File: config.mk
export PLATFORM = sky130hd
export DESIGN_NAME = boot_loader
export DESIGN_NICKNAME = d
export VERILOG_FILES = /design/src/rtl/boot_loader.sv
export SDC_FILE = /design/constraint.sdc
export NUM_CORES = 1
export LEC_CHECK = 0
export CAP_MARGIN = 20
export CORE_MARGIN = 10
export CORE_UTILIZATION = 30
export DETAILED_ROUTE_END_ITERATION = 8
export GPL_ROUTABILITY_DRIVEN = 0
export PLACE_DENSITY = 0.61
export SETUP_SLACK_MARGIN = 0.5
export SKIP_LAST_GASP = 1
export SYNTH_ARGS = -nofsm -noshare
export SYNTH_HDL_FRONTEND = slang
export SYNTH_SLANG_ARGS = --single-unit
File: constraint.sdc
create_clock -name CLK -period 2.2 [get_ports CLK]
set_input_delay 0.44 -clock CLK [delete_from_list [all_inputs] [get_ports CLK]]
set_output_delay 0.44 -clock CLK [all_outputs]
set_load 0.01 [all_outputs]
File: src/rtl/boot_loader.sv
// Boot loader: copies LENGTH words from a parallel EEPROM into RAM
// after reset, one word per READ/SETUP/PULSE/HOLD sequence.
module boot_loader #(
  parameter int ROM_ADDR_WIDTH = 17,
  parameter int RAM_ADDR_WIDTH = 16,
  parameter int WIDTH          = 8,
  parameter int LENGTH         = 65536,
  parameter int WAIT_CYCLES    = 2
) (
  input  logic                      CLK,
  input  logic                      RST,
  output logic [ROM_ADDR_WIDTH-1:0] ROM_ADDR,
  output logic                      ROM_N_OE,
  input  logic [WIDTH-1:0]          ROM_DATA,
  output logic [RAM_ADDR_WIDTH-1:0] RAM_ADDR,
  output logic [WIDTH-1:0]          RAM_DATA,
  output logic                      BOOT_N_WE,
  output logic                      N_BOOTED
);

  // Index must hold LENGTH-1 without wrapping, even when LENGTH is 2^N.
  localparam int IDX_W = (LENGTH > 1) ? $clog2(LENGTH) : 1;
  localparam logic [IDX_W-1:0] LAST = IDX_W'(LENGTH - 1);
  localparam logic [3:0] WAIT_LD = 4'(WAIT_CYCLES);

  typedef enum logic [2:0] {
    S_READ,
    S_SETUP,
    S_PULSE,
    S_HOLD,
    S_DONE
  } state_t;

  state_t           r_state;
  logic [IDX_W-1:0] r_idx;
  logic [3:0]       r_wait;
  logic [WIDTH-1:0] r_data;

  // Copy sequencer: settle, capture, strobe, advance; reset overrides all.
  always_ff @(posedge CLK) begin
    if (RST) begin
      r_state <= S_READ;
      r_idx   <= '0;
      r_wait  <= WAIT_LD;
      r_data  <= '0;
    end else begin
      unique case (r_state)
        S_READ: begin
          if (r_wait == 4'd0) begin
            r_data  <= ROM_DATA;
            r_state <= S_SETUP;
          end else begin
            r_wait <= r_wait - 4'd1;
          end
        end
        S_SETUP: r_state <= S_PULSE;
        S_PULSE: r_state <= S_HOLD;
        S_HOLD: begin
          r_wait <= WAIT_LD;
          if (r_idx == LAST) begin
            r_state <= S_DONE;
          end else begin
            r_idx   <= r_idx + 1'b1;
            r_state <= S_READ;
          end
        end
        S_DONE:  r_state <= S_DONE;
        default: r_state <= S_READ;
      endcase
    end
  end

  // Outputs decode registered state; RST forces the idle/reset values
  // immediately so an interrupted PULSE never leaves the strobe low.
  logic w_read;
  logic w_pulse;
  logic w_done;

  assign w_read  = (r_state == S_READ);
  assign w_pulse = (r_state == S_PULSE);
  assign w_done  = (r_state == S_DONE);

  assign ROM_ADDR  = RST ? '0 : ROM_ADDR_WIDTH'(r_idx);
  assign RAM_ADDR  = RST ? '0 : RAM_ADDR_WIDTH'(r_idx);
  assign RAM_DATA  = RST ? '0 : r_data;
  assign ROM_N_OE  = RST | ~w_read;
  assign BOOT_N_WE = RST | ~w_pulse;
  assign N_BOOTED  = RST | ~w_done;

endmodule
* Word level (Yosys, flattened, before mapping)
Index checks and enable logic that the tools add are counted.
** Operators by class
- Bitwise logic cells :: 7
- Divide/modulo/power cells :: 0
- Equal/unequal tests :: 7
- Order comparisons :: 0
- Reductions and logical operators :: 6
- Multipliers :: 0
- $add $sub $neg :: 2
- Shift operators :: 0
- Mux-type cells :: 8
** Operator list (count)
- $mux W16 :: 2
- $add A16 B1 Y16 const B :: 1
- $eq A16 B16 Y1 const B :: 1
- $pmux W3 S5 :: 1
- $mux W8 :: 1
- $pmux W4 S2 :: 1
- $eq A3 B2 Y1 const B :: 2
- $mux W3 :: 2
- $reduce_and A2 Y1 :: 3
- $logic_not A4 Y1 :: 1
- $mux W4 :: 1
- $not A1 Y1 :: 4
- $sub A4 B1 Y4 const B :: 1
- $eq A3 B1 Y1 const B :: 1
- $eq A3 B3 Y1 const B :: 1
- $logic_not A3 Y1 :: 1
- $or A1 B1 Y1 :: 3
- $ne A2 B1 Y1 const B :: 1
- $ne A2 B2 Y1 const B :: 1
- $reduce_bool A2 Y1 :: 1
** Word-level totals
- Bits in writable memories :: 0
- Input port bits :: 10
- Bits in read-only memories :: 0
- Memories :: 0
- Bits in latches :: 0
- Register bits after elaboration :: 31

* Longest topological paths before layout
Gate-level depths: netlist of the first run.
- Depth in word-level cells :: 3
- Gate-level depth with buffers :: 7
- Gate-level depth less buffers :: 6

* Least setup slack after synthesis of the first run
OpenSTA, ideal clock, no wires.
- Path kind :: input to output
- Start point :: in RST
- End point :: out ROM_ADDR[0]
- Stages on the path :: 4
- Path buffers :: 3
- Arrival time :: 1270 ps
- Slack :: 490 ps
- Cell sequence :: clkbuf_1 clkbuf_1 nor2b_1 buf_4
** On the way
- Cells in the longest elaborated chain, start to end :: 1
** Ends and longest elaborated chain
- start, declared :: RTL line 11 : input logic RST,
- $mux W16 :: RTL line 83 : assign ROM_ADDR = RST ? '0 : ROM_ADDR_WIDTH'(r_idx);
- end, declared :: RTL line 12 : output logic [ROM_ADDR_WIDTH-1:0] ROM_ADDR,
Every way passes these cells.

* Worst setup path after layout of the first run
- Start point :: in RST
- End point :: out RAM_ADDR[2]
** On the way
- Cells in the longest elaborated chain, start to end :: 1
** Ends and longest elaborated chain
- $mux W16 :: RTL line 84 : assign RAM_ADDR = RST ? '0 : RAM_ADDR_WIDTH'(r_idx);
- end, declared :: RTL line 15 : output logic [RAM_ADDR_WIDTH-1:0] RAM_ADDR,
Every way passes these cells.

==> out/metrics.yaml, run 1 <==
outcome: "complete, no violations"
antenna_found_initial: 0
diodes: 0
fin_hold_ws_ns: 0.455
cts_tree: "done"
grt_pass1_wl_um: 7040
syn_area_per_cell_um2: 8.67
vias_per_cell: 4.84
power_frac_clock: 0.319
ys_top_cells_by_area: "dfxtp_1 (35%), nor2b_1 (8.9%), buf_4 (7.3%)"
worstReg2RegStart: "r_idx[1]"
finalSetupViolations: 0
drcViolationCount: 0
holdPathStages: 2
tightestPinTransition_ns: 0.578
synthFlopType: "dfxtp_1"
dieHeight_um: 96.4
synth_seq_cells: 31
drtPass1Iterations: 4
synth_most_common_cell: "dfxtp_1"
die_w_um: 96.4
crit_path_start_kind: "input pin"
ir_worst_vdd_mv: 0.472
clk_latency_ns: 0.29
hold_viol: 0
reg2reg_depth: 5
top_layer: "met4"
p_seq_frac: 0.402
crit_required_ns: 1.76
syn_area_um2: 1750
drt_iter0_drc: 76
synth_commonest_cells: "dfxtp_1 (31), nor2b_1 (25), nor2_1 (18)"
post_drt_wl_per_cell_um: 13.7
path_class: "in -> out"
finalMaxSlewViolations: 0
vias: 1534
grt.total_usage: 0.0952
clkTransAtPathRegs_ns: 0.07
timing.fmax_mhz: 609
yosysSeqAreaShare: 0.354
core_um2: 5570
period_minus_slack_ns: 1.64
comb_power_share: 0.280
htreeDepth: 2
max_cap_violations: 0
dieArea_um2: 9290
clock_skew_ns: 0.00828
p_leak_nw: 1.10
io_buffers: 52
reg2reg_slack_ns: 0.59
p_int_mw: 1.29
tns_ns: 0
std_cell_rows: 27
synth_top_area_frac: 0.354
wl_met3_um: 552
worst_setup_path_end_kind: "output port"
ant_nets: 0
reg2reg_to: "r_idx[12]"
layout.nets: 256
detailed_place_hpwl_um: 3210
synth_warnings: 0
syn_to_final_growth_pct: 39.1
p_sw_frac: 0.304
start_util: 0.314
synthCells: 202
drive_gt1_frac: 0.265
async_flop_share: 0
met1_length_um: 1900
grt_max_degree: 22
clk_path_buf_depth: 2
hold_start: "RST"
clock-sinks: 31
rsz0062_at_grt: "true"
root_buffer: "clkbuf_8"
hold_path.class: "in -> reg"
cts_made_buffers: 5
first_global_vias: 1464
synth_edf_count: 0
cp_max_fo: 21
arrival_ns: 1.20
relSlewSlack: 0.612
yosysTopAreaCell: "dfxtp_1"
worst_hold_path.endpoint: "r_idx[8]"
wl_met2_um: 1840
holdBufCountCts: 0
wl_um: 4340
switchingPower_mw: 0.564
power.density_nw_per_um2: 760
io_pins: 54
synth_nets: 214
synth_cell_type_count: 41
finalCritPeriodShare: 0.746
grt_overflow: 0
-- logic make-up after synthesis --
kind of cell	count (synthesis)	synth area share
and+or+nand+nor	100	0.334
muxes	15	0.0929
adders and majority gates	2	0.0143
DFF	31	0.354
other	1	0.00214
AOI/OAI and AO/OA	20	0.0700
xor gates and xnor gates	4	0.0200
buffers and inverters	29	0.112
-- power groups by stage --
| stage | clock, mW | combinational [mW] | sequential [mW] |
|---|---|---|---|
| after floorplan | 0 | 0.390 | 0.717 |
| after global placement | 0 | 0.496 | 0.733 |
| after detailed placement | 0 | 0.503 | 0.735 |
| after CTS | 0.601 | 0.513 | 0.743 |
| after global routing | 0.643 | 0.592 | 0.754 |
| final | 0.590 | 0.518 | 0.744 |
-- metal layers --
metal  global-route usage  vias to the layer above
li1                     -                      775
met1                0.112                      710
met2                0.138                       42
met3               0.0625                        7
met4               0.0278                        0
met5                    0                        -
-- layout by cell type, fill, tap and decap left out, types with 7 or more instances in the layout --
cell type	n
clkdlybuf4s50_1	8
nor2_1	18
nor2b_2	9
dfxtp_1	21
nand2_1	7
dfxtp_2	9
dlygate4sd2_1	30
nor3_1	12
a21oi_1	7
buf_4	7
mux2i_1	8
nor2b_1	16
nand3_1	9
-- critical path, cell delays in order --
cell and delay, ns:
buf_6 0.16, buf_4 0.17, nor2b_1 0.16, clkdlybuf4s15_1 0.27
-- cell type report --
| class | count | area [um^2] |
|---|---|---|
| inverter | 3 | 11.3 |
| fill | 557 | 3140 |
| timing repair buffer | 61 | 566 |
| sequential | 31 | 636 |
| clock inverter | 2 | 35.0 |
| clock buffer | 6 | 82.6 |
| tap | 72 | 90.1 |
| multi-input combinational | 142 | 1020 |
-- stage by stage --
step	setup slack, ns	std cells	power (mW)	utilization	cell area [um^2]
final	0.558	317	1.85	0.437	2440
after global routing	0.497	317	1.99	0.437	2440
after CTS	0.504	315	1.86	0.430	2400
after detailed placement	0.0656	306	1.24	0.400	2230
after global placement	0.129	306	1.23	0.400	2230
after floorplan	0.559	202	1.11	-	1750
-- what timing repair did --
item	CTS	global route
pin swaps	2	1
gates resized for setup	88	12
endpoints found under the setup margin	54	28
setup buffers	1	2
cloned	0	0
-- registers in the layout (all words and copies together) (netlist names) --
name and count:
r_idx 16, r_data 8, r_wait 4, r_state 3
-- worst max-delay path by stage --
stage / slack [ns] / end / startpoint
2_1_floorplan: 0.56 / ROM_ADDR[4] / RST
4_1_cts: 0.50 / RAM_DATA[1] / RST
3_3_place_gp: 0.13 / RAM_DATA[2] / RST
5_1_grt: 0.50 / RAM_ADDR[4] / RST
3_5_place_dp: 0.07 / RAM_ADDR[10] / RST
6_report: 0.56 / RAM_ADDR[2] / RST
Note: power is estimated with default switching activity, not from simulation.
==> run 2, diff against run 1 <==
==> constraint.sdc (replaced) <==
create_clock -name CLK -period 1.61 [get_ports CLK]
set_input_delay 0.322 -clock CLK [delete_from_list [all_inputs] [get_ports CLK]]
set_output_delay 0.322 -clock CLK [all_outputs]
set_load 0.01 [all_outputs]
==> run 2 against run 1 <==
Effect of this change: design area rose by 42%; register-to-register slack got worse by 0.48 ns; combinational power rose by 150%; cell count rose by 17%; total power rose by 67%; sequential share of layout area fell by 6.2 points; die area did not move; critical path type is now reg -> reg; largest cell class unchanged.
==> out/metrics.yaml, run 2 (synthesis results as in run 1) <==
nFillCells: 439
start_util: 0.314
ir_worst_vdd_mv: 0.447
clk_latency_ns: 0.28
top_regs: "r_idx (16), r_data (8), r_wait (4)"
clock-sinks: 31
fin_cells: 370
drt_iter0_drc: 70
vias_per_cell: 4.80
drtPass1Iterations: 4
most-common-layout-cells: "buf_6 (57), buf_4 (39), nor2b_4 (24)"
p_total_mw: 3.10
worstReg2RegStart: "r_state[2]"
grt_max_degree: 14
clock_skew_ns: 0.00506
post_drt_wl_per_cell_um: 15.4
vias: 1777
grt_pass1_wl_um: 8400
grt.total_usage: 0.111
power.density_nw_per_um2: 896
root_buffer: "clkbuf_8"
tns_ns: 0
period_minus_slack_ns: 1.50
die_w_um: 96.4
crit_path_start_kind: "flip-flop"
finalSetupViolations: 0
dieArea_um2: 9290
startpoint: "r_state[2]"
io_pins: 54
first_global_vias: 1739
worst_hold_path.endpoint: "r_state[2]"
post-place-cells: 316
p_leak_nw: 1.45
grt_overflow: 0
worst_setup_path_end_kind: "flip-flop"
timing.fmax_mhz: 665
final_common_cell: "buf_6"
antenna_found_initial: 0
io_buffers: 52
syn_to_final_growth_pct: 97.4
crit_required_ns: 1.78
wl_um: 5690
finalMaxSlewViolations: 0
finalCritPeriodShare: 0.934
drive_gt1_frac: 0.728
reg2reg_slack_ns: 0.11
cp_max_fo: 5
cts_tree: "done"
max_cap_violations: 0
largest_register_ffs: 16
hold_path.class: "in -> reg"
holdBufCountCts: 0
arrival_ns: 1.67
ant_nets: 0
hold_start: "RST"
holdPathStages: 3
htreeDepth: 2
detailed_place_hpwl_um: 3390
diodes: 0
pre_cts_slack_ns: -0.157
drcViolationCount: 0
layout.nets: 309
top_register: "r_idx"
dieHeight_um: 96.4
layout_setup_ws_ns: 0.107
core_um2: 5570
path_class: "reg -> reg"
rsz0062_at_grt: "true"
reg2reg_to: "r_idx[11]"
cts_made_buffers: 5
hold_viol: 0
clk_path_buf_depth: 2
reg2reg_depth: 4
std_cell_rows: 27
clkTransAtPathRegs_ns: 0.07
outcome: "complete, no violations"
run 2: timing repair:
action / CTS / global route
gates cloned: 1 / 2
pin swaps: 15 / 17
setup endpoints to repair: 73 / 73
resized for setup: 264 / 61
buffers inserted: 26 / 17
run 2: area by class of cell:
class / instances / area, um^2 / share of cell area
clock inverter: 2 / 35.0 / 0.0101
timing repair buffer: 114 / 1160 / 0.337
sequential: 31 / 687 / 0.199
multi-input combinational: 142 / 1380 / 0.400
tap: 72 / 90.1 / 0.0261
clock buffer: 6 / 82.6 / 0.0239
inverter: 3 / 13.8 / 0.00398
run 2: routing by layer:
| layer | global-route usage | vias up | share of wire |
|---|---|---|---|
| met5 | 0 | - | 0 |
| met4 | 0.0327 | 0 | 0.017 |
| met3 | 0.0355 | 8 | 0.070 |
| met2 | 0.189 | 57 | 0.49 |
| met1 | 0.132 | 833 | 0.42 |
| li1 | - | 879 | - |
run 2: worst max path at each step:
stage / endpoint / slack [ns] / cells after the start
global route: r_idx[10] / 0.06 / 5
finish: r_idx[11] / 0.11 / 4
detailed placement: RAM_ADDR[11] / -0.16 / 4
floorplan: r_idx[5] / 0.09 / 6
CTS: r_idx[10] / 0.12 / 5
global placement: RAM_ADDR[10] / -0.14 / 4
run 2: stage by stage:
stage | hold slack (ns) | util | instance area [um^2]
global route | 0.319 | 0.620 | 3460
finish | 0.328 | 0.620 | 3460
global placement | 0.447 | 0.453 | 2530
detailed placement | 0.450 | 0.453 | 2530
floorplan | 0.420 | - | 2040
CTS | 0.399 | 0.552 | 3080
run 2: critical path, stage by stage (launching register included):
cell and delay [ns]:
dfxtp_4 0.36, and3b_2 0.32, nand4_1 0.19, nor3_2 0.16
mux2_2 0.35
run 2: where the power goes:
| group | total (mW) | internal [mW] | switching, mW |
|---|---|---|---|
| sequential | 1.03 | 0.907 | 0.123 |
| clock | 0.791 | 0.500 | 0.291 |
| combinational | 1.28 | 0.719 | 0.558 |
